--- src/rtl/debounce_pkg.sv ---
// debounce_pkg: debouncer state encoding and glitch counter width shared across the slice.
package debounce_pkg;
  typedef enum logic [1:0] {
    S_LOW       = 2'b00,
    S_RISE_WAIT = 2'b01,
    S_HIGH      = 2'b10,
    S_FALL_WAIT = 2'b11
  } state_t;
  localparam int GLITCH_W = 8;
endpackage

--- src/rtl/sync_chain.sv ---
// sync_chain: STAGES-deep flop synchronizer for a single asynchronous bit.
module sync_chain #(
  parameter int STAGES = 2
) (
  input  logic clk,
  input  logic reset,
  input  logic d,
  output logic q
);
  logic [STAGES-1:0] ff;
  always_ff @(posedge clk or posedge reset)
    if (reset) ff <= '0;
    else ff <= {ff[STAGES-2:0], d};
  assign q = ff[STAGES-1];
endmodule

--- src/rtl/debounce_sync.sv ---
// debounce_sync: synchronizes and debounces a noisy level, emitting rise/fall pulses.
// Define DEBOUNCE_GLITCH_CNT_EN to add a saturating count of rejected glitches on glitch_cnt.
module debounce_sync
  import debounce_pkg::*;
#(
  parameter int SYNC_STAGES     = 2,
  parameter int DEBOUNCE_CYCLES = 16
) (
  input  logic clk,
  input  logic reset,
  input  logic raw_in,
  output logic level,
  output logic rise,
  output logic fall
`ifdef DEBOUNCE_GLITCH_CNT_EN
  ,
  output logic [GLITCH_W-1:0] glitch_cnt
`endif
);
  localparam int CW = $clog2(DEBOUNCE_CYCLES + 1);
  logic synced;
  state_t state, state_nxt;
  logic [CW-1:0] cnt, cnt_nxt;
  wire done = cnt == CW'(DEBOUNCE_CYCLES);
  sync_chain #(.STAGES(SYNC_STAGES)) u_sync (
    .clk(clk),
    .reset(reset),
    .d(raw_in),
    .q(synced)
  );
  always_comb begin
    state_nxt = state;
    cnt_nxt = '0;
    case (state)
      S_LOW: if (synced) begin
        state_nxt = S_RISE_WAIT;
        cnt_nxt = CW'(1);
      end
      S_RISE_WAIT:
        if (!synced) state_nxt = S_LOW;
        else if (done) state_nxt = S_HIGH;
        else cnt_nxt = cnt + CW'(1);
      S_HIGH: if (!synced) begin
        state_nxt = S_FALL_WAIT;
        cnt_nxt = CW'(1);
      end
      default:
        if (synced) state_nxt = S_HIGH;
        else if (done) state_nxt = S_LOW;
        else cnt_nxt = cnt + CW'(1);
    endcase
  end
  always_ff @(posedge clk or posedge reset)
    if (reset) begin
      state <= S_LOW;
      cnt <= '0;
      rise <= 1'b0;
      fall <= 1'b0;
    end else begin
      state <= state_nxt;
      cnt <= cnt_nxt;
      rise <= state == S_RISE_WAIT && state_nxt == S_HIGH;
      fall <= state == S_FALL_WAIT && state_nxt == S_LOW;
    end
  assign level = state[1];
`ifdef DEBOUNCE_GLITCH_CNT_EN
  wire glitch = (state == S_RISE_WAIT && !synced) || (state == S_FALL_WAIT && synced);
  always_ff @(posedge clk or posedge reset)
    if (reset) glitch_cnt <= '0;
    else if (glitch && glitch_cnt != '1) glitch_cnt <= glitch_cnt + GLITCH_W'(1);
`endif
endmodule

--- config.mk ---
export PLATFORM = sky130hd
export DESIGN_NAME = debounce_sync
export DESIGN_NICKNAME = d
export VERILOG_FILES = /design/src/rtl/debounce_pkg.sv /design/src/rtl/sync_chain.sv /design/src/rtl/debounce_sync.sv
export SDC_FILE = /design/constraint.sdc
export NUM_CORES = 1
export LEC_CHECK = 0
export ABC_AREA = 1
export BUFFER_PORTS_ARGS = -buffer_cell sky130_fd_sc_hd__buf_2
export CAP_MARGIN = 20
export CORE_AREA = 2 2 39 41
export CTS_CLUSTER_SIZE = 16
export DETAILED_ROUTE_END_ITERATION = 10
export DIE_AREA = 0 0 41 43
export PLACE_DENSITY = 0.57
export SETUP_SLACK_MARGIN = 0.2
export SYNTH_ARGS = -nofsm -noshare
export SYNTH_HDL_FRONTEND = slang
export SYNTH_SLANG_ARGS = --single-unit
--- constraint.sdc ---
create_clock -name clk -period 2.5 [get_ports clk]
set_clock_uncertainty 0.05 [all_clocks]
set_input_delay 0.5 -clock clk [delete_from_list [all_inputs] [get_ports clk]]
set_output_delay 0.5 -clock clk [all_outputs]
set_load 0.05 [all_outputs]
==> impl_metrics.json <==
{
  "area_growth_pct": 14.5,
  "routed_wl_um": 728,
  "drive_gt1_share_pct": 24.6,
  "slowest_delay_ps": 370,
  "post-cts-setup-buffers": 0,
  "die_x_um": 41,
  "yosysSeqAreaShare_pct": 56.1,
  "ys_ff_latch": 11,
  "tightestPinTransition_ps": 407,
  "start_util_pct": 35.4,
  "ys_async_sr_fraction_pct": 100,
  "coreArea_um2": 1380,
  "grt_max_degree": 12,
  "post-place-cells": 73,
  "hold_viol": 0,
  "cts.path.max_buffers": 2,
  "ys_types": 14,
  "path_class": "reg2out",
  "netlist_area_um2": 490,
  "status": "finished clean",
  "yosys_warnings": 0,
  "relSlewSlack_pct": 72.8,
  "period_minus_slack_ps": 1460,
  "io_buffer_count": 5,
  "cp.required_ps": 1950,
  "drv_cap": 0,
  "vias": 331,
  "gp_congestion": 0.695,
  "ir_drop_mv": 0.203,
  "grt_use_total_pct": 11.3,
  "hpwl_um": 557,
  "dr.pass1.iters": 2,
  "hp-class": "in2async",
  "tns_ps": 0,
  "final_cell_count_no_fill": 77,
  "crit_family": "flip-flops",
  "grt_pass1_wl_mm": 1.34,
  "htree_levels": 1,
  "power.density_nw_per_um2": 566,
  "via_per_inst": 4.30,
  "worst-path-max-fanout": 3,
  "cts.sinks": 11,
  "dpl_worst_slack_ps": 1310,
  "clk_latency_ps": 260,
  "nNetsFinal": 67,
  "syn_nets": 57,
  "cts_resized": 0,
  "finalCritPeriodShare_pct": 58.2,
  "io_pins": 6,
  "cts_hold_buf": 0,
  "first_global_vias": 331,
  "antenna_found_initial": 0,
  "avgSynthCellArea_um2": 9.43,
  "finalMaxSlewViolations": 0,
  "p_leak_nw": 0.311,
  "worst_path_max_delay_cell": "dfrtp_1",
  "drc": 0,
  "layout_setup_ws_ps": 1040,
  "start_kind": "flip-flop",
  "synth_area_leader_cell": "dfrtp_1",
  "fmax_mhz": 687,
  "gr-total-overflow": 0,
  "yosys-top-cells-count": "11 x dfrtp_1, 11 x nand2_1, 9 x inv_1",
  "diodes": 0,
  "ant_nets": 0,
  "synth_edf_count": 0,
  "dieArea_um2": 1760,
  "crit_arrival_ps": 910,
  "row_count": 14,
  "rsz0062_at_grt": "false",
  "endpoint_kind": "output pin",
  "clk_pin_slew_worst_paths_ps": 70,
  "setup_viol": 0,
  "die_y_um": 43,
  "cts-root-buf": "clkbuf_4",
  "critPathBufInv": 1,
  "drt_iter0_drc": 2,
  "syn_inst": 52,
  "cts_inserted_buffers": 3,
  "synth_ff_type": "dfrtp_1",
  "cts_tree": "done",
  "critical_path.cell_chain": "buf_2",
  "synth_top_area_share_pct": 56.1,
  "routedWlPerCell_um": 9.45,
  "synth_area_leaders": "dfrtp_1 56%, nand2_1 8.4%, inv_1 6.9%"
}
[worst register-to-register path: cells and delay by family (launching register included)]
family / cells / cell delay, ps
adders and majority gates: 1 / 140
DFF: 1 / 430
buffers and inverters: 3 / 220
and+or+nand+nor: 3 / 280
[metrics by stage]
step | hold slack [ps] | utilization, % | area, um^2 | power [mW]
after floorplan | 281 | - | 490 | 0.201
after global placement | 288 | 38.7 | 536 | 0.205
after detailed placement | 292 | 38.7 | 536 | 0.206
after CTS | 170 | 40.6 | 562 | 0.326
after global routing | 208 | 40.6 | 562 | 0.340
final | 160 | 40.6 | 562 | 0.318
[cell type report]
type                       count  area (um^2)
inverter                      10         37.5
timing repair buffer           5         25.0
fill                         143          822
multi-input combinational     31          178
clock buffer                   4         26.3
tap                           16         20.0
sequential                    11          275
[flip-flops by register name (all words and copies together) (netlist names)]
signal,cells
cnt,5
fall,1
rise,1
u_sync.ff,2
state,2
[cells by family (layout without fill, tap and decap cells)]
family | Yosys count | after routing | share of synthesized area (%)
AO/OA/AOI/OAI | 1 | 1 | 2.30
adder cells (fa/ha/maj) | 2 | 2 | 5.10
XOR/XNOR | 1 | 1 | 1.79
buffers and inverters | 10 | 19 | 7.65
flip-flops | 11 | 11 | 56.1
AND/OR/NAND/NOR | 27 | 27 | 27.0
[power by group]
group	switching, mW	internal, mW	total [mW]	leakage (nW)
registers	0.00479	0.182	0.187	0.144
logic	0.00946	0.00526	0.0147	0.152
clock network	0.0544	0.0616	0.116	0.0150
total	0.0687	0.249	0.318	0.311
[layout by cell type (no fill, tap or decap), types with 2 or more instances in the layout]
master / netlist / layout
dfrtp_1: 11 / 11
inv_1: 9 / 9
buf_2: 0 / 5
nand2_1: 11 / 11
nand2_2: 2 / 2
nand4_1: 3 / 3
clkbuf_4: 0 / 3
nor2_1: 6 / 6
ha_1: 2 / 2
nand3_2: 2 / 2
[final timing paths]
check                              from      endpoint  slack [ps]  cells past startpoint
max                            state[1]         level        1040                      1
min reg2reg                u_sync.ff[0]  u_sync.ff[1]         300                      0
max reg2reg                      cnt[0]      state[1]        1280                      7
min                               reset          fall         160                      2
min in group clk                 raw_in  u_sync.ff[0]         290                      1
max in group asynchronous         reset        cnt[4]        1950                      2
[layer usage]
metal | GRT usage [%] | wire length (um)
met1 | 15.8 | 350
met3 | 1.57 | 19
met2 | 16.3 | 344
met4 | 6.00 | 14
met5 | 0 | 0
(Power assumes the default switching activity.)
